**src/rtl/tl_perm_tracker.sv**
```systemverilog
`default_nettype none
// ============================================================================
//  Module   : tl_perm_tracker
//  Purpose  : Client-side TileLink permission tracker. Keeps a 2-bit
//             permission (N/B/T/D) and an acquire-pending flag per cache
//             line entry. Converts controller events (acquire, grant,
//             probe, release, write-mark) into the matching TileLink
//             grow / cap / shrink-report parameter, with has-data and
//             error indications.
//  Ports    : clock, reset          - clock, synchronous active-high reset
//             req_valid/req_ready   - request handshake (ready only when idle)
//             req_op/idx/param      - operation, entry index, op parameter
//             resp_valid/resp_ready - response handshake
//             resp_param/hit/has_data/error/idx - registered response fields
//             perm_o                - permission of entry i at [2i+1:2i]
//             pending_o             - acquire-pending flag per entry
//  Revision : 1.0 - initial release
// ============================================================================
module tl_perm_tracker #(
    parameter int ENTRIES = 8,
    parameter int IDX_W   = (ENTRIES > 1) ? $clog2(ENTRIES) : 1
) (
    input  logic                   clock,
    input  logic                   reset,
    input  logic                   req_valid,
    output logic                   req_ready,
    input  logic [2:0]             req_op,
    input  logic [IDX_W-1:0]       req_idx,
    input  logic [2:0]             req_param,
    output logic                   resp_valid,
    input  logic                   resp_ready,
    output logic [2:0]             resp_param,
    output logic                   resp_hit,
    output logic                   resp_has_data,
    output logic                   resp_error,
    output logic [IDX_W-1:0]       resp_idx,
    output logic [2*ENTRIES-1:0]   perm_o,
    output logic [ENTRIES-1:0]     pending_o
);

    // FSM states
    localparam logic [1:0] ST_IDLE = 2'd0;
    localparam logic [1:0] ST_EXEC = 2'd1;
    localparam logic [1:0] ST_RESP = 2'd2;

    // Operations
    localparam logic [2:0] OP_ACQUIRE = 3'd0;
    localparam logic [2:0] OP_GRANT   = 3'd1;
    localparam logic [2:0] OP_PROBE   = 3'd2;
    localparam logic [2:0] OP_RELEASE = 3'd3;
    localparam logic [2:0] OP_WRITE   = 3'd4;

    // Permissions
    localparam logic [1:0] PERM_N = 2'd0;
    localparam logic [1:0] PERM_B = 2'd1;
    localparam logic [1:0] PERM_T = 2'd2;
    localparam logic [1:0] PERM_D = 2'd3;

    // Cap codes
    localparam logic [2:0] CAP_TOT = 3'd0;
    localparam logic [2:0] CAP_TOB = 3'd1;
    localparam logic [2:0] CAP_TON = 3'd2;

    // Grow codes
    localparam logic [2:0] GROW_NTOB = 3'd0;
    localparam logic [2:0] GROW_NTOT = 3'd1;
    localparam logic [2:0] GROW_BTOT = 3'd2;

    // Shrink / report codes
    localparam logic [2:0] RPT_TTOB = 3'd0;
    localparam logic [2:0] RPT_TTON = 3'd1;
    localparam logic [2:0] RPT_BTON = 3'd2;
    localparam logic [2:0] RPT_TTOT = 3'd3;
    localparam logic [2:0] RPT_BTOB = 3'd4;
    localparam logic [2:0] RPT_NTON = 3'd5;

    localparam logic [31:0] NUM_ENTRIES = ENTRIES;

    logic [1:0]         state_q, state_d;
    logic [2:0]         op_q;
    logic [IDX_W-1:0]   idx_q;
    logic [2:0]         param_q;

    logic [1:0]         perm_q [ENTRIES];
    logic [ENTRIES-1:0] pend_q;

    logic [2:0]         resp_param_q;
    logic               resp_hit_q;
    logic               resp_has_data_q;
    logic               resp_error_q;
    logic [IDX_W-1:0]   resp_idx_q;

    logic               w_idx_ok;
    logic [IDX_W-1:0]   w_sel;
    logic [1:0]         w_cur_perm;
    logic               w_cur_pend;
    logic               w_err;
    logic               w_hit;
    logic               w_hd;
    logic [2:0]         w_param;
    logic [1:0]         w_new_perm;
    logic               w_new_pend;
    logic               w_wr;

    // ------------------------------------------------------------------
    // FSM: state register
    // ------------------------------------------------------------------
    always_ff @(posedge clock) begin
        if (reset) begin
            state_q <= ST_IDLE;
        end else begin
            state_q <= state_d;
        end
    end

    // FSM: next state
    always_comb begin
        state_d = state_q;
        case (state_q)
            ST_IDLE: if (req_valid)  state_d = ST_EXEC;
            ST_EXEC:                 state_d = ST_RESP;
            ST_RESP: if (resp_ready) state_d = ST_IDLE;
            default:                 state_d = ST_IDLE;
        endcase
    end

    // FSM: outputs
    always_comb begin
        req_ready  = (state_q == ST_IDLE);
        resp_valid = (state_q == ST_RESP);
    end

    // ------------------------------------------------------------------
    // Entry lookup. An out-of-range index is steered to entry 0 so the
    // table read stays in bounds; the request is flagged as an error and
    // never writes.
    // ------------------------------------------------------------------
    assign w_idx_ok   = ({{(32-IDX_W){1'b0}}, idx_q} < NUM_ENTRIES);
    assign w_sel      = w_idx_ok ? idx_q : '0;
    assign w_cur_perm = perm_q[w_sel];
    assign w_cur_pend = pend_q[w_sel];

    // ------------------------------------------------------------------
    // Result computation for the latched request (used in EXEC)
    // ------------------------------------------------------------------
    always_comb begin
        w_err      = 1'b0;
        w_hit      = 1'b0;
        w_hd       = 1'b0;
        w_param    = 3'd0;
        w_new_perm = w_cur_perm;
        w_new_pend = w_cur_pend;
        w_wr       = 1'b0;

        if (!w_idx_ok || (op_q > OP_WRITE)) begin
            w_err = 1'b1;
        end else begin
            case (op_q)
                OP_ACQUIRE: begin
                    if (w_cur_pend || (param_q > 3'd1)) begin
                        w_err = 1'b1;
                    end else if (param_q[0] ? (w_cur_perm >= PERM_T)
                                            : (w_cur_perm != PERM_N)) begin
                        w_hit = 1'b1;
                    end else begin
                        // Permission itself only moves when the grant lands.
                        w_param    = (w_cur_perm == PERM_N)
                                   ? (param_q[0] ? GROW_NTOT : GROW_NTOB)
                                   : GROW_BTOT;
                        w_new_pend = 1'b1;
                        w_wr       = 1'b1;
                    end
                end
                OP_GRANT: begin
                    if (!w_cur_pend || (param_q >= CAP_TON)) begin
                        w_err = 1'b1;
                    end else begin
                        w_new_perm = (param_q == CAP_TOT) ? PERM_T : PERM_B;
                        w_new_pend = 1'b0;
                        w_param    = param_q;
                        w_wr       = 1'b1;
                    end
                end
                OP_PROBE: begin
                    if (param_q > CAP_TON) begin
                        w_err = 1'b1;
                    end else begin
                        w_wr = 1'b1;
                        case (w_cur_perm)
                            PERM_T, PERM_D: begin
                                if (param_q == CAP_TOT) begin
                                    w_param = RPT_TTOT;
                                end else if (param_q == CAP_TOB) begin
                                    w_param    = RPT_TTOB;
                                    w_new_perm = PERM_B;
                                end else begin
                                    w_param    = RPT_TTON;
                                    w_new_perm = PERM_N;
                                end
                            end
                            PERM_B: begin
                                if (param_q == CAP_TON) begin
                                    w_param    = RPT_BTON;
                                    w_new_perm = PERM_N;
                                end else begin
                                    w_param = RPT_BTOB;
                                end
                            end
                            default: w_param = RPT_NTON;
                        endcase
                        // Dirty data leaves only when the line is downgraded.
                        w_hd = (w_cur_perm == PERM_D) && (param_q != CAP_TOT);
                    end
                end
                OP_RELEASE: begin
                    if (w_cur_pend || (w_cur_perm == PERM_N)) begin
                        w_err = 1'b1;
                    end else begin
                        w_param    = (w_cur_perm == PERM_B) ? RPT_BTON : RPT_TTON;
                        w_hd       = (w_cur_perm == PERM_D);
                        w_new_perm = PERM_N;
                        w_wr       = 1'b1;
                    end
                end
                OP_WRITE: begin
                    if ((w_cur_perm == PERM_T) || (w_cur_perm == PERM_D)) begin
                        w_new_perm = PERM_D;
                        w_wr       = 1'b1;
                    end else begin
                        w_err = 1'b1;
                    end
                end
                default: w_err = 1'b1;
            endcase
        end

        if (w_err) begin
            w_param = 3'd0;
            w_hit   = 1'b0;
            w_hd    = 1'b0;
            w_wr    = 1'b0;
        end
    end

    // ------------------------------------------------------------------
    // Request latch, tables and response registers
    // ------------------------------------------------------------------
    always_ff @(posedge clock) begin
        if (reset) begin
            op_q            <= '0;
            idx_q           <= '0;
            param_q         <= '0;
            pend_q          <= '0;
            resp_param_q    <= '0;
            resp_hit_q      <= 1'b0;
            resp_has_data_q <= 1'b0;
            resp_error_q    <= 1'b0;
            resp_idx_q      <= '0;
            for (int i = 0; i < ENTRIES; i++) begin
                perm_q[i] <= PERM_N;
            end
        end else begin
            if ((state_q == ST_IDLE) && req_valid) begin
                op_q    <= req_op;
                idx_q   <= req_idx;
                param_q <= req_param;
            end
            if (state_q == ST_EXEC) begin
                resp_param_q    <= w_param;
                resp_hit_q      <= w_hit;
                resp_has_data_q <= w_hd;
                resp_error_q    <= w_err;
                resp_idx_q      <= idx_q;
                if (w_wr) begin
                    perm_q[w_sel] <= w_new_perm;
                    pend_q[w_sel] <= w_new_pend;
                end
            end
        end
    end

    assign resp_param    = resp_param_q;
    assign resp_hit      = resp_hit_q;
    assign resp_has_data = resp_has_data_q;
    assign resp_error    = resp_error_q;
    assign resp_idx      = resp_idx_q;
    assign pending_o     = pend_q;

    generate
        for (genvar gi = 0; gi < ENTRIES; gi++) begin : g_perm
            assign perm_o[2*gi +: 2] = perm_q[gi];
        end
    endgenerate

endmodule
`default_nettype wire

```
**config.mk**
```make
export PLATFORM = sky130hd
export DESIGN_NAME = tl_perm_tracker
export DESIGN_NICKNAME = d
export VERILOG_FILES = /design/src/rtl/tl_perm_tracker.sv
export SDC_FILE = /design/constraint.sdc
export NUM_CORES = 1
export LEC_CHECK = 0
export ABC_AREA = 0
export BUFFER_PORTS_ARGS = -buffer_cell sky130_fd_sc_hd__buf_4
export CORE_MARGIN = 5
export CORE_UTILIZATION = 45
export DETAILED_ROUTE_END_ITERATION = 10
export GPL_TIMING_DRIVEN = 0
export PLACE_DENSITY = 0.69
export SLEW_MARGIN = 20
export SYNTH_ARGS = -nofsm -noshare
export SYNTH_HDL_FRONTEND = slang
export SYNTH_SLANG_ARGS = --single-unit
```
**constraint.sdc**
```tcl
create_clock -name clock -period 2.5 [get_ports clock]
set_input_delay 0.75 -clock clock [delete_from_list [all_inputs] [get_ports clock]]
set_output_delay 0.75 -clock clock [all_outputs]
set_load 0.01 [all_outputs]
```
# Word-level counts from Yosys, hierarchy flattened

Memory sizes are Yosys's and may differ from the RTL's. A register that Yosys moved wholly into a read port is not among the register bits.
Cells that the tools add are included.

Bits in latches: 0
Output and inout bits: 35
Bits in registers: 28
Logic and storage cells: 126
RAM bits: 16
Input port bits: 13
ROM bits: 0
Memories: 1

Memory list:

| name   | words | width | read ports | clocked after memory_dff | wr ports | RTL line | text |
|---|---|---|---|---|---|---|---|
| perm_q | 8     | 2     | 9          | 1                        | 8        | 84       | `logic [1:0] perm_q [ENTRIES];` |

Divide/modulo/power cells: 0
Order comparisons: 7
Eq/ne operators: 13
Add/subtract/negate cells: 0
Multipliers: 0
Reductions and logical operators: 18
Muxes and demuxes: 77
Shifts and indexed selects: 0
Bitwise operators: 0

Operators with widths:

| operator                                                              | count |
|---|---|
| 1-bit 2-to-1 mux                                                      | 40 |
| 2-bit 2-to-1 mux                                                      | 17 |
| 3-bit 2-to-1 mux                                                      | 8 |
| 3-bit one-hot mux with 4 select lines                                 | 1 |
| 1-bit one-hot mux with 5 select lines                                 | 2 |
| 3-bit by 2-bit equality test with 1-bit output, second input constant | 3 |
| 8-bit bitwise mux                                                     | 1 |
| 2-bit one-hot mux with 4 select lines                                 | 1 |
| 2-bit equality test, second input constant                            | 3 |
| 3-bit by 1-bit equality test with 1-bit output, second input constant | 2 |
| 3-bit logical NOT                                                     | 2 |
| 2-bit one-hot mux with 3 select lines                                 | 1 |
| 3-bit one-hot mux with 2 select lines                                 | 1 |
| 2-bit by 1-bit equality test with 1-bit output, second input constant | 2 |
| 2-bit logical NOT                                                     | 2 |
| 1-bit logical OR                                                      | 4 |
| 3-bit by 4-bit < comparator with 1-bit output, second input constant  | 1 |
| 1-bit one-hot mux with 2 select lines                                 | 2 |
| 2-bit one-hot mux with 2 select lines                                 | 1 |
| 2-bit AND reduction                                                   | 2 |
| 2-bit OR reduction                                                    | 2 |
| 1-bit binary-select mux with 3-bit select                             | 1 |
| 1-bit demux with 3-bit select                                         | 1 |
| 3-bit equality test, second input constant                            | 1 |
| other kinds (12)                                                      | 14 |

# Longest topological paths before layout

Gate-level depths: netlist (run 1).

Depth after elaboration: 14
Depth in mapped cells: 8
Depth with buffers taken out: 7

# Least setup slack after synthesis (run 1)

Ideal clock, no wire load.

Kind: reg-to-reg
From: reg (tool-made name)
To: mem perm_q[2][0] (data pin)
Buffers on the path: 0
Arrival: 2.143 ns
Cell stages (with the launch flop): 8
Library setup time: 0.279 ns
Setup slack: 0.079 ns
Required time: 2.221 ns
Path through: dfxtp_1 mux4_1 mux2_4 nor2_2 o22ai_1 a21o_1 o21ai_4 nor4_2

RTL lines:

| item      | RTL line |
|---|---|
| to (decl) | 84 |

==> impl_metrics.prom, run 1 <==
# TYPE chip_impl_metric gauge
chip_impl_metric{name="numPlacedInstances",unit=""} 378
chip_impl_metric{name="p_sw",unit="mW"} 0.531
chip_impl_metric{name="non_filler_instance_count_after_layout",unit=""} 393
chip_impl_info{name="setup.worst_path.end_class",value="flip-flop"} 1
chip_impl_info{name="synthFlopType",value="sky130_fd_sc_hd__dfxtp_1"} 1
chip_impl_metric{name="fill_cells",unit=""} 502
chip_impl_info{name="critical_path.reg2reg.startpoint",value="idx_q[2]"} 1
chip_impl_metric{name="power.share.sequential",unit="%"} 46.4
chip_impl_info{name="holdPathEnd",value="resp_param[1]"} 1
chip_impl_metric{name="cp_num_buf_inv",unit=""} 1
chip_impl_metric{name="fin_skew",unit="ps"} 5.82
chip_impl_metric{name="port_buffers",unit=""} 46
chip_impl_metric{name="postLayoutCellArea",unit="um^2"} 3360
chip_impl_metric{name="grt_pass1_vias",unit=""} 2048
chip_impl_metric{name="floorplan.rows",unit=""} 27
chip_impl_metric{name="worst-r2r-setup-slack",unit="ps"} -20
chip_impl_metric{name="timing.setup.tns",unit="ps"} -29.8
chip_impl_metric{name="syn_area_per_cell",unit="um^2"} 10.0
chip_impl_metric{name="clkTransAtPathRegs",unit="ps"} 90
chip_impl_metric{name="finalNetCount",unit=""} 333
chip_impl_metric{name="cts_hold_repair.buffers",unit=""} 0
chip_impl_metric{name="diodes",unit=""} 0
chip_impl_metric{name="die_height",unit="um"} 86.1
chip_impl_metric{name="worst_r2r_path_depth",unit=""} 7
chip_impl_metric{name="dieWidth",unit="um"} 86.1
chip_impl_metric{name="maxCapViolations",unit=""} 0
chip_impl_metric{name="ant_nets_after_route",unit=""} 0
chip_impl_metric{name="total_grt_overflow",unit=""} 0
chip_impl_info{name="cts_tree",value="built"} 1
chip_impl_metric{name="die_area",unit="um^2"} 7410
chip_impl_metric{name="power_switching_share",unit="%"} 29.2
chip_impl_metric{name="synthToLayoutAreaGrowth",unit="%"} 28.9
chip_impl_info{name="timing.hold.worst.start",value="resp_param[1]"} 1
chip_impl_metric{name="cts_max_level",unit=""} 2
chip_impl_metric{name="report.final.hold_viol_count",unit=""} 0
chip_impl_metric{name="ir_drop_worst_case_vdd",unit="mV"} 0.329
chip_impl_metric{name="fmax",unit="GHz"} 0.398
chip_impl_metric{name="place_area",unit="um^2"} 3040
chip_impl_info{name="failed_checks",value="setup timing"} 1
chip_impl_metric{name="power.share.clock",unit="%"} 31.7
chip_impl_metric{name="pin_count_of_the_biggest_net_entering_global_routing",unit=""} 17
chip_impl_metric{name="cp.required",unit="ps"} 2490
chip_impl_metric{name="timing.final.crit_period",unit="ps"} 2520
chip_impl_metric{name="power.static_leakage",unit="nW"} 1.22
chip_impl_metric{name="routedWlPerCell",unit="um"} 16.2
chip_impl_metric{name="max_slew_margin",unit="%"} 43.6
chip_impl_metric{name="total_nets_after_synthesis",unit=""} 273
chip_impl_metric{name="final_layout_size_suffix_gt1_share",unit="%"} 41.1
chip_impl_metric{name="ios",unit=""} 48
chip_impl_metric{name="average_vias_per_placed_instance",unit=""} 5.48
chip_impl_metric{name="clkLatencyLatePin",unit="ps"} 310
chip_impl_metric{name="ys_async_sr_fraction",unit="%"} 0
chip_impl_info{name="critical_path_class",value="reg -> reg"} 1
chip_impl_metric{name="cts_buffer_depth",unit=""} 2
chip_impl_info{name="cts.root.buffer_cell",value="sky130_fd_sc_hd__clkbuf_8"} 1
chip_impl_metric{name="synth_largest_type_area_fraction",unit="%"} 23.8
chip_impl_metric{name="worst_slew_pin_slew",unit="ps"} 845
chip_impl_metric{name="final_min_period_over_clock_period",unit="%"} 101
chip_impl_metric{name="yosysWarnings",unit=""} 0
chip_impl_metric{name="internal_power",unit="mW"} 1.29
chip_impl_metric{name="cts-buffers-inserted",unit=""} 5
chip_impl_metric{name="timing.hold.worst_path_depth",unit=""} 2
chip_impl_metric{name="initialDrtViolationCount",unit=""} 179
chip_impl_metric{name="finalMaxSlewViolations",unit=""} 0
chip_impl_metric{name="yosysSeqAreaShare",unit="%"} 42.3
chip_impl_info{name="critical_path_cell_by_cell",value="buf_6 > mux2i_4 > o22ai_4 > or2_1 > o311a_4 > a211o_4 > o31ai_4"} 1
chip_impl_metric{name="cp.arrival",unit="ps"} 2510
chip_impl_info{name="start_kind",value="flip-flop"} 1
chip_impl_metric{name="synth_seq_cells",unit=""} 47
chip_impl_metric{name="post_synth_inst_count",unit=""} 260
chip_impl_metric{name="floorplan.core_area",unit="um^2"} 5570
chip_impl_metric{name="detail_route.wirelength",unit="um"} 6380
chip_impl_info{name="synth_top_cells_by_area",value="sky130_fd_sc_hd__dfxtp_1, sky130_fd_sc_hd__edfxtp_1, sky130_fd_sc_hd__nand2_1, sky130_fd_sc_hd__a21oi_1, sky130_fd_sc_hd__mux4_1"} 1
chip_impl_metric{name="tritoncts_num_sinks",unit=""} 47
chip_impl_info{name="outcome",value="finished with violations"} 1
chip_impl_info{name="timing.critical_path.slowest_stage_cell",value="sky130_fd_sc_hd__o311a_4"} 1
chip_impl_metric{name="utilization",unit="%"} 60.2
chip_impl_metric{name="gpl.final_weighted_congestion",unit=""} 0.882
chip_impl_metric{name="worst-path-max-fanout",unit=""} 8
chip_impl_metric{name="report.final.setup_viol",unit=""} 2
chip_impl_metric{name="detail_route.first_pass.iterations",unit=""} 4
chip_impl_metric{name="grt_first_pass_wirelength",unit="um"} 10300
chip_impl_metric{name="cpPeakStageDelay",unit="ps"} 410
chip_impl_info{name="synth.largest_area_cell",value="sky130_fd_sc_hd__dfxtp_1"} 1
chip_impl_metric{name="finalWorstSetupSlack",unit="ps"} -15.0
chip_impl_info{name="crit_family",value="compound AO/OA/AOI/OAI gates"} 1
chip_impl_metric{name="initial_core_util",unit="%"} 46.7
chip_impl_metric{name="groute.usage.overall",unit="%"} 17.8
chip_impl_metric{name="synth_edf_count",unit=""} 16
chip_impl_info{name="regToRegEndpoint",value="perm_q[2][0]"} 1
chip_impl_info{name="holdCritPathClass",value="reg -> reg"} 1
chip_impl_metric{name="number_of_antenna_violations_at_the_first_check_in_global_routing",unit=""} 0
chip_impl_metric{name="hpwl",unit="um"} 4720
chip_impl_metric{name="place_worst_setup_slack",unit="ps"} -264
chip_impl_metric{name="total_power",unit="mW"} 1.82
chip_impl_info{name="worstSetupStartpoint",value="idx_q[2]"} 1
chip_impl_metric{name="pwr_density_cell",unit="nW/um^2"} 542
chip_impl_metric{name="power.combinational.fraction",unit="%"} 21.9
chip_impl_info{name="unrepaired_setup_endpoints_after_global_routing",value="true"} 1
chip_impl_metric{name="netlist_area",unit="um^2"} 2600
chip_impl_metric{name="route.vias.total",unit=""} 2152
chip_impl_metric{name="synth_cell_type_count",unit=""} 55
chip_impl_metric{name="final.hold.worst_slack",unit="ps"} 461
chip_impl_metric{name="post-route-drc-count",unit=""} 0
==> logic make-up (layout without fill, tap and decap cells) <==
logic type	Yosys count	in the layout	synth area share, %
and+or+nand+nor	110	110	24.3
DFF	47	47	42.3
AOI/OAI and AO/OA	63	63	20.8
muxes	12	12	8.21
buffers and inverters	28	89	4.37
==> state kept, by name, indices dropped and copies added, names as in the netlist, named ones only <==
name	count
perm_q	16
op_q	3
resp_hit	1
resp_has_data	1
resp_param	3
resp_error	1
idx_q	3
pending_o	8
param_q	3
resp_idx	3
state_q	2
==> layout make-up <==
class	count	area [um^2]	area share [%]
sequential	47	1110	33.0
buffer	15	71.3	2.12
tap	72	90.1	2.68
multi-input combinational	185	1500	44.7
timing repair buffer	55	429	12.8
inverter	11	41.3	1.23
clock inverter	3	46.3	1.38
clock buffer	5	68.8	2.05
==> metal layers <==
metal  part of all wire (%)  wire (um)  global-route usage, %  vias to the layer above
met5                      0          0                      0                        -
li1                       -          -                      -                     1069
met1                     46       2910                   25.3                     1002
met2                     46       2900                   25.8                       72
met4                    2.0        129                   7.05                        0
met3                    6.9        438                   4.51                        9
==> power by group through the flow <==
stage	Sequential (mW)	Combinational [mW]	Clock, mW
floorplan	0.858	0.244	0
global placement	0.854	0.344	0
detailed placement	0.855	0.347	0
CTS	0.837	0.369	0.590
global route	0.850	0.432	0.625
finish	0.844	0.398	0.576
==> worst max-delay path by stage <==
stage               cells after the start           end
finish                                  7  perm_q[2][0]
detailed placement                      7  perm_q[3][0]
global placement                        7  perm_q[2][0]
global route                            7  perm_q[2][0]
CTS                                     6  perm_q[2][0]
floorplan                               7  perm_q[2][0]
==> worst register-to-register path, stage by stage (launching register included) <==
cell	delay [ps]
sky130_fd_sc_hd__dfxtp_1	350
sky130_fd_sc_hd__buf_6	160
sky130_fd_sc_hd__mux2i_4	270
sky130_fd_sc_hd__o22ai_4	140
sky130_fd_sc_hd__or2_1	260
sky130_fd_sc_hd__o311a_4	410
sky130_fd_sc_hd__a211o_4	330
sky130_fd_sc_hd__o31ai_4	280
==> cells in the final DEF (no fill, tap or decap), types with 6 or more instances in the layout <==
cell                       instances
sky130_fd_sc_hd__o22ai_1           6
sky130_fd_sc_hd__nand2_1          40
sky130_fd_sc_hd__a21oi_1          22
sky130_fd_sc_hd__nor2_1           19
sky130_fd_sc_hd__nor3_2            6
sky130_fd_sc_hd__dfxtp_1          29
sky130_fd_sc_hd__edfxtp_1         16
sky130_fd_sc_hd__clkbuf_1          8
sky130_fd_sc_hd__inv_1            10
sky130_fd_sc_hd__buf_4            54
==> cell usage after synthesis, types with 5 or more instances <==
master,n
sky130_fd_sc_hd__o21ai_2,5
sky130_fd_sc_hd__o22ai_1,6
sky130_fd_sc_hd__nand2_1,41
sky130_fd_sc_hd__nor2_1,19
sky130_fd_sc_hd__a21oi_1,22
sky130_fd_sc_hd__dfxtp_1,31
sky130_fd_sc_hd__edfxtp_1,16
sky130_fd_sc_hd__clkbuf_1,10
sky130_fd_sc_hd__nor4_2,7
sky130_fd_sc_hd__nor3_2,10
sky130_fd_sc_hd__inv_1,11
==> repair_timing <==
action	CTS	global route
pin swaps	6	9
buffers inserted	5	4
resized for setup	12	22
setup endpoints to repair	43	40
(Power assumes the default switching activity.)
==> run 2: changes to the inputs <==
--- a/config.mk
+++ b/config.mk
@@ -8,10 +8,9 @@
 export ABC_AREA = 0
 export BUFFER_PORTS_ARGS = -buffer_cell sky130_fd_sc_hd__buf_4
 export CORE_MARGIN = 5
-export CORE_UTILIZATION = 45
+export CORE_UTILIZATION = 30
 export DETAILED_ROUTE_END_ITERATION = 10
 export GPL_TIMING_DRIVEN = 0
-export PLACE_DENSITY = 0.69
 export SLEW_MARGIN = 20
 export SYNTH_ARGS = -nofsm -noshare
 export SYNTH_HDL_FRONTEND = slang
==> run 2 against run 1 <==
Total power fell by 5.3%. Critical path type unchanged. Die area is 44% higher. Largest cell class unchanged. Worst hold slack gained 3.5 ps. The flow now finishes without violations.
==> impl_metrics.prom, run 2 (synthesized netlist as in run 1, its figures left out) <==
# TYPE chip_impl_metric gauge
chip_impl_info{name="crit_family",value="compound AO/OA/AOI/OAI gates"} 1
chip_impl_metric{name="report.final.setup_viol",unit=""} 0
chip_impl_info{name="unrepaired_setup_endpoints_after_global_routing",value="true"} 1
chip_impl_info{name="cts_tree",value="built"} 1
chip_impl_metric{name="power.share.clock",unit="%"} 27.4
chip_impl_info{name="regMostFlops",value="perm_q"} 1
chip_impl_metric{name="route.vias.total",unit=""} 2143
chip_impl_metric{name="final.hold.worst_slack",unit="ps"} 464
chip_impl_metric{name="tritoncts_num_sinks",unit=""} 47
chip_impl_metric{name="power.static_leakage",unit="nW"} 1.21
chip_impl_metric{name="number_of_antenna_violations_at_the_first_check_in_global_routing",unit=""} 0
chip_impl_metric{name="timing.final.crit_period",unit="ps"} 2490
chip_impl_metric{name="gpl.final_weighted_congestion",unit=""} 0.889
chip_impl_metric{name="routedWlPerCell",unit="um"} 15.6
chip_impl_info{name="outcome",value="finished, final reports clean"} 1
chip_impl_metric{name="floorplan.core_area",unit="um^2"} 8590
chip_impl_metric{name="final_layout_size_suffix_gt1_share",unit="%"} 42.0
chip_impl_metric{name="final-seq-area",unit="um^2"} 1110
chip_impl_metric{name="port_buffers",unit=""} 46
chip_impl_metric{name="max_slew_margin",unit="%"} 57.5
chip_impl_metric{name="cts_hold_repair.buffers",unit=""} 0
chip_impl_metric{name="die_height",unit="um"} 103
chip_impl_metric{name="pin_count_of_the_biggest_net_entering_global_routing",unit=""} 16
chip_impl_metric{name="cts_max_level",unit=""} 2
chip_impl_metric{name="initialDrtViolationCount",unit=""} 157
chip_impl_metric{name="detail_route.first_pass.iterations",unit=""} 4
chip_impl_info{name="most-common-layout-cells",value="sky130_fd_sc_hd__buf_4, sky130_fd_sc_hd__nand2_1, sky130_fd_sc_hd__dfxtp_1"} 1
chip_impl_metric{name="floorplan.rows",unit=""} 34
chip_impl_metric{name="place_worst_setup_slack",unit="ps"} -244
chip_impl_metric{name="initial_core_util",unit="%"} 30.3
chip_impl_metric{name="cts-buffers-inserted",unit=""} 5
chip_impl_metric{name="synthToLayoutAreaGrowth",unit="%"} 30.7
chip_impl_metric{name="finalWorstSetupSlack",unit="ps"} 10.2
chip_impl_metric{name="power.combinational.fraction",unit="%"} 23.3
chip_impl_metric{name="grt_pass1_vias",unit=""} 2079
chip_impl_metric{name="cp.required",unit="ps"} 2490
chip_impl_metric{name="largest_register_ffs",unit=""} 16
chip_impl_metric{name="detail_route.wirelength",unit="um"} 6740
chip_impl_metric{name="fin_skew",unit="ps"} 5.59
chip_impl_metric{name="power.share.sequential",unit="%"} 49.3
chip_impl_metric{name="finalNetCount",unit=""} 336
chip_impl_metric{name="total_grt_overflow",unit=""} 0
chip_impl_metric{name="power_switching_share",unit="%"} 31.0
chip_impl_metric{name="average_vias_per_placed_instance",unit=""} 4.96
chip_impl_metric{name="multi_input_comb_area",unit="um^2"} 1490
chip_impl_metric{name="die_area",unit="um^2"} 10600
chip_impl_metric{name="place_area",unit="um^2"} 3090
chip_impl_metric{name="finalMaxSlewViolations",unit=""} 0
chip_impl_info{name="critical_path_class",value="reg -> reg"} 1
chip_impl_metric{name="total_power",unit="mW"} 1.72
chip_impl_metric{name="groute.usage.overall",unit="%"} 12.9
chip_impl_metric{name="cp_num_buf_inv",unit=""} 0
chip_impl_metric{name="pwr_density_cell",unit="nW/um^2"} 506
chip_impl_metric{name="timing.setup.tns",unit="ps"} 0
chip_impl_metric{name="ir_drop_worst_case_vdd",unit="mV"} 0.226
chip_impl_metric{name="postLayoutCellArea",unit="um^2"} 3410
chip_impl_metric{name="hpwl",unit="um"} 5010
chip_impl_info{name="timing.critical_path.slowest_stage_cell",value="sky130_fd_sc_hd__a211o_4"} 1
chip_impl_metric{name="cts_buffer_depth",unit=""} 2
chip_impl_metric{name="clkTransAtPathRegs",unit="ps"} 90
chip_impl_metric{name="cp.arrival",unit="ps"} 2480
chip_impl_metric{name="cpPeakStageDelay",unit="ps"} 390
chip_impl_metric{name="worst_slew_pin_slew",unit="ps"} 638
chip_impl_metric{name="ios",unit=""} 48
chip_impl_metric{name="post-route-drc-count",unit=""} 0
chip_impl_info{name="most_frequent_standard_cell_in_the_layout_excluding_fill_and_tap_cells",value="sky130_fd_sc_hd__buf_4"} 1
chip_impl_metric{name="fmax",unit="GHz"} 0.402
chip_impl_metric{name="fill_cells",unit=""} 865
chip_impl_info{name="critical_path_cell_by_cell",value="mux2_4 > o2bb2ai_4 > or3_4 > o211a_4 > a211o_4 > o31ai_4"} 1
chip_impl_metric{name="p_sw",unit="mW"} 0.534
chip_impl_metric{name="clkLatencyLatePin",unit="ps"} 300
chip_impl_metric{name="dieWidth",unit="um"} 103
chip_impl_metric{name="internal_power",unit="mW"} 1.19
chip_impl_info{name="holdCritPathClass",value="reg -> reg"} 1
chip_impl_metric{name="diodes",unit=""} 0
chip_impl_metric{name="final_min_period_over_clock_period",unit="%"} 99.6
chip_impl_metric{name="ant_nets_after_route",unit=""} 0
chip_impl_info{name="setup.worst_path.end_class",value="flip-flop"} 1
chip_impl_info{name="start_kind",value="flip-flop"} 1
chip_impl_metric{name="worst-path-max-fanout",unit=""} 6
chip_impl_metric{name="report.final.hold_viol_count",unit=""} 0
chip_impl_metric{name="grt_first_pass_wirelength",unit="um"} 10600
chip_impl_info{name="cts.root.buffer_cell",value="sky130_fd_sc_hd__clkbuf_8"} 1
chip_impl_metric{name="maxCapViolations",unit=""} 0
==> run 2: cell types whose count changed in the layout (fill, tap and decap cells not counted), moves of 2 or more <==
cell,change
sky130_fd_sc_hd__buf_2,-2
sky130_fd_sc_hd__buf_4,+3
sky130_fd_sc_hd__clkbuf_4,+2
sky130_fd_sc_hd__nor3_2,+4
sky130_fd_sc_hd__nor3_4,-4
==> run 2: final timing paths <==
path            startpoint             to  slack (ps)  depth (start not counted)
max               idx_q[0]   perm_q[2][0]          10                          6
min          resp_has_data  resp_has_data         460                          2
min reg2reg  resp_has_data  resp_has_data         460                          2
max reg2reg       idx_q[0]   perm_q[2][0]          10                          6
==> run 2: layout make-up <==
class	instances	area share, %
plain buffers	14	2.13
clock buffers	5	2.02
clock inverters	3	0.588
inverters	11	1.21
multi-input cells	185	43.6
flip-flops and latches	47	32.6
well taps	108	3.97
repair buffers	59	13.9
==> run 2: repair_timing <==
action,4_1_cts,5_1_grt
endpoints found under the setup margin,44,31
buffers inserted,9,4
pin swaps,9,12
resized for setup,24,10
hold endpoints to repair,0,0
==> run 2: worst register-to-register path, stage by stage (launching register included) <==
cell                        delay, ps
sky130_fd_sc_hd__dfxtp_4          380
sky130_fd_sc_hd__mux2_4           320
sky130_fd_sc_hd__o2bb2ai_4        180
sky130_fd_sc_hd__or3_4            360
sky130_fd_sc_hd__o211a_4          290
sky130_fd_sc_hd__a211o_4          390
sky130_fd_sc_hd__o31ai_4          270
==> run 2: metal layers <==
layer / share of wire (%) / track usage, % / vias to the layer above
li1: - / - / 1077
met4: 1.2 / 5.08 / 0
met2: 47 / 20.0 / 59
met3: 4.8 / 1.95 / 4
met1: 47 / 18.0 / 1003
met5: 0 / 0 / -
==> run 2: power groups by stage <==
stage          Clock [mW]  Combinational (mW)  Sequential, mW
2_1_floorplan           0               0.244           0.858
3_3_place_gp            0               0.346           0.855
3_5_place_dp            0               0.349           0.856
4_1_cts             0.484               0.391           0.842
5_1_grt             0.509               0.434           0.855
6_report            0.471               0.402           0.849
==> run 2: stage by stage <==
| step | std cells | util (%) |
|---|---|---|
| after floorplan | 260 | - |
| after global placement | 414 | 35.9 |
| after detailed placement | 414 | 35.9 |
| after CTS | 430 | 38.9 |
| after global routing | 432 | 39.6 |
| final | 432 | 39.6 |
==> run 3: changes to the inputs <==
--- a/config.mk
+++ b/config.mk
@@ -11,6 +11,7 @@
 export CORE_UTILIZATION = 30
 export DETAILED_ROUTE_END_ITERATION = 10
 export GPL_TIMING_DRIVEN = 0
+export RECOVER_POWER = 100
 export SLEW_MARGIN = 20
 export SYNTH_ARGS = -nofsm -noshare
 export SYNTH_HDL_FRONTEND = slang
==> run 3 against run 2 <==
First-iteration DRC count is 18% lower. Cell count unchanged. Wire length down 0.45%. Worst setup slack got worse by 2.9 ps. Combinational power shrank 3%. Clock skew rose by 3.4 ps. Sequential share of layout area rose by 1.3 points. Critical path type unchanged. Fmax down 0.12%. Clock power shrank 0.8%. Final area fell by 3.7%.
==> impl_metrics.prom, run 3 (synthesized netlist as in run 1, its figures left out) <==
# TYPE chip_impl_metric gauge
chip_impl_metric{name="gpl.final_weighted_congestion",unit=""} 0.889
chip_impl_metric{name="diodes",unit=""} 0
chip_impl_metric{name="number_of_antenna_violations_at_the_first_check_in_global_routing",unit=""} 0
chip_impl_metric{name="met2_length",unit="um"} 3120
chip_impl_metric{name="cpPeakStageDelay",unit="ps"} 390
chip_impl_info{name="holdCritPathClass",value="reg -> reg"} 1
chip_impl_metric{name="die_area",unit="um^2"} 10600
chip_impl_metric{name="cp.required",unit="ps"} 2490
chip_impl_metric{name="met3RoutedLength",unit="um"} 297
chip_impl_metric{name="cts_buffer_depth",unit=""} 2
chip_impl_metric{name="ir_drop_worst_case_vdd",unit="mV"} 0.225
chip_impl_metric{name="cts_max_level",unit=""} 2
chip_impl_metric{name="grt_pass1_vias",unit=""} 2079
chip_impl_metric{name="dieWidth",unit="um"} 103
chip_impl_metric{name="floorplan.rows",unit=""} 34
chip_impl_info{name="most-common-layout-cells",value="sky130_fd_sc_hd__clkbuf_1, sky130_fd_sc_hd__nand2_1, sky130_fd_sc_hd__dfxtp_1"} 1
chip_impl_info{name="start_kind",value="flip-flop"} 1
chip_impl_metric{name="port_buffers",unit=""} 46
chip_impl_metric{name="power.static_leakage",unit="nW"} 1.07
chip_impl_metric{name="final_layout_size_suffix_gt1_share",unit="%"} 31.5
chip_impl_metric{name="timing.final.crit_period",unit="ps"} 2490
chip_impl_metric{name="initial_core_util",unit="%"} 30.3
chip_impl_metric{name="non_filler_instance_count_after_layout",unit=""} 432
chip_impl_metric{name="final.hold.worst_slack",unit="ps"} 465
chip_impl_metric{name="cp.arrival",unit="ps"} 2480
chip_impl_metric{name="clkLatencyLatePin",unit="ps"} 300
chip_impl_metric{name="fmax",unit="GHz"} 0.401
chip_impl_metric{name="finalWorstSetupSlack",unit="ps"} 7.35
chip_impl_metric{name="worst_slew_pin_slew",unit="ps"} 627
chip_impl_metric{name="die_height",unit="um"} 103
chip_impl_metric{name="place_area",unit="um^2"} 3090
chip_impl_info{name="unrepaired_setup_endpoints_after_global_routing",value="true"} 1
chip_impl_metric{name="postLayoutCellArea",unit="um^2"} 3280
chip_impl_info{name="most_frequent_standard_cell_in_the_layout_excluding_fill_and_tap_cells",value="sky130_fd_sc_hd__clkbuf_1"} 1
chip_impl_metric{name="route.vias.total",unit=""} 2159
chip_impl_info{name="cts_tree",value="built"} 1
chip_impl_info{name="timing.critical_path.slowest_stage_cell",value="sky130_fd_sc_hd__a211o_4"} 1
chip_impl_metric{name="fill_cells",unit=""} 891
chip_impl_metric{name="largest_register_ffs",unit=""} 16
chip_impl_metric{name="cts_hold_repair.buffers",unit=""} 0
chip_impl_info{name="highest_layer",value="met4"} 1
chip_impl_info{name="regMostFlops",value="perm_q"} 1
chip_impl_metric{name="finalMaxSlewViolations",unit=""} 0
chip_impl_info{name="critical_path_class",value="reg -> reg"} 1
chip_impl_metric{name="grt_first_pass_wirelength",unit="um"} 10600
chip_impl_metric{name="pwr_density_cell",unit="nW/um^2"} 520
chip_impl_info{name="critical_path_cell_by_cell",value="mux2_4 > o2bb2ai_4 > or3_4 > o211a_4 > a211o_4 > o31ai_4"} 1
chip_impl_metric{name="ant_nets_after_route",unit=""} 0
chip_impl_metric{name="numPlacedInstances",unit=""} 414
chip_impl_metric{name="synthToLayoutAreaGrowth",unit="%"} 25.8
chip_impl_metric{name="cts-buffers-inserted",unit=""} 5
chip_impl_info{name="cts.root.buffer_cell",value="sky130_fd_sc_hd__clkbuf_8"} 1
chip_impl_metric{name="clkTransAtPathRegs",unit="ps"} 90
chip_impl_metric{name="finalNetCount",unit=""} 336
chip_impl_metric{name="detail_route.wirelength",unit="um"} 6710
chip_impl_metric{name="total_power",unit="mW"} 1.70
chip_impl_info{name="outcome",value="finished, final reports clean"} 1
chip_impl_metric{name="tritoncts_num_sinks",unit=""} 47
chip_impl_metric{name="drt-met1-wl",unit="um"} 3180
chip_impl_metric{name="average_vias_per_placed_instance",unit=""} 5.00
chip_impl_metric{name="place_worst_setup_slack",unit="ps"} -244
chip_impl_metric{name="final_min_period_over_clock_period",unit="%"} 99.7
chip_impl_metric{name="worst-path-max-fanout",unit=""} 6
chip_impl_metric{name="report.final.setup_viol",unit=""} 0
chip_impl_metric{name="fin_skew",unit="ps"} 8.99
chip_impl_metric{name="post-route-drc-count",unit=""} 0
chip_impl_metric{name="floorplan.core_area",unit="um^2"} 8590
chip_impl_metric{name="pin_count_of_the_biggest_net_entering_global_routing",unit=""} 16
chip_impl_metric{name="groute.usage.overall",unit="%"} 12.9
chip_impl_info{name="setup.worst_path.end_class",value="flip-flop"} 1
chip_impl_metric{name="total_grt_overflow",unit=""} 0
chip_impl_metric{name="hpwl",unit="um"} 5010
chip_impl_metric{name="utilization",unit="%"} 38.1
chip_impl_metric{name="max_slew_margin",unit="%"} 58.2
chip_impl_metric{name="ios",unit=""} 48
chip_impl_metric{name="routedWlPerCell",unit="um"} 15.5
chip_impl_metric{name="maxCapViolations",unit=""} 0
chip_impl_metric{name="timing.setup.tns",unit="ps"} 0
chip_impl_metric{name="initialDrtViolationCount",unit=""} 129
chip_impl_metric{name="report.final.hold_viol_count",unit=""} 0
chip_impl_metric{name="detail_route.first_pass.iterations",unit=""} 4
## run 3: cell types whose count changed in the layout (fill, tap and decap cells not counted)
cell / previous run / this run
sky130_fd_sc_hd__buf_4: 57 / 22
sky130_fd_sc_hd__clkbuf_1: 7 / 42
sky130_fd_sc_hd__buf_1: 2 / 1
sky130_fd_sc_hd__clkbuf_4: 2 / 3
## run 3: cell type report
class | instances | area (um^2) | share of cell area [%]
clock buffer | 5 | 68.8 | 2.10
timing repair buffer | 59 | 344 | 10.5
tap | 108 | 135 | 4.12
sequential | 47 | 1110 | 33.9
clock inverter | 3 | 20.0 | 0.611
multi-input combinational | 185 | 1490 | 45.3
buffer | 14 | 72.6 | 2.21
inverter | 11 | 41.3 | 1.26
## run 3: layer usage
| metal | up-vias | GRT usage (%) |
|---|---|---|
| li1 | 1073 | - |
| met3 | 9 | 1.95 |
| met2 | 54 | 20.0 |
| met4 | 0 | 5.08 |
| met1 | 1023 | 18.0 |
| met5 | - | 0 |
## run 3: report_power, final
part | internal [mW] | switching, mW
Sequential | 0.818 | 0.0311
Clock | 0.195 | 0.272
Combinational | 0.161 | 0.227
## run 3: worst max-delay path, delay by kind of cell (launching register included)
family / cells / cell delay, ps
multiplexers: 1 / 310
flip-flops: 1 / 380
AND/OR/NAND/NOR: 1 / 360
AO/OA/AOI/OAI: 4 / 1130
## run 3: final timing paths
check	cells after the start	from	to	slack, ps
min reg2reg	2	resp_has_data	resp_has_data	460
max reg2reg	6	idx_q[0]	perm_q[2][0]	7
max	6	idx_q[0]	perm_q[2][0]	7
min	2	resp_has_data	resp_has_data	460
## run 3: what timing repair did
action	4_1_cts	5_1_grt
gates resized for setup	24	10
pin swaps	9	12
setup endpoints to repair	44	31
buffers inserted	9	4
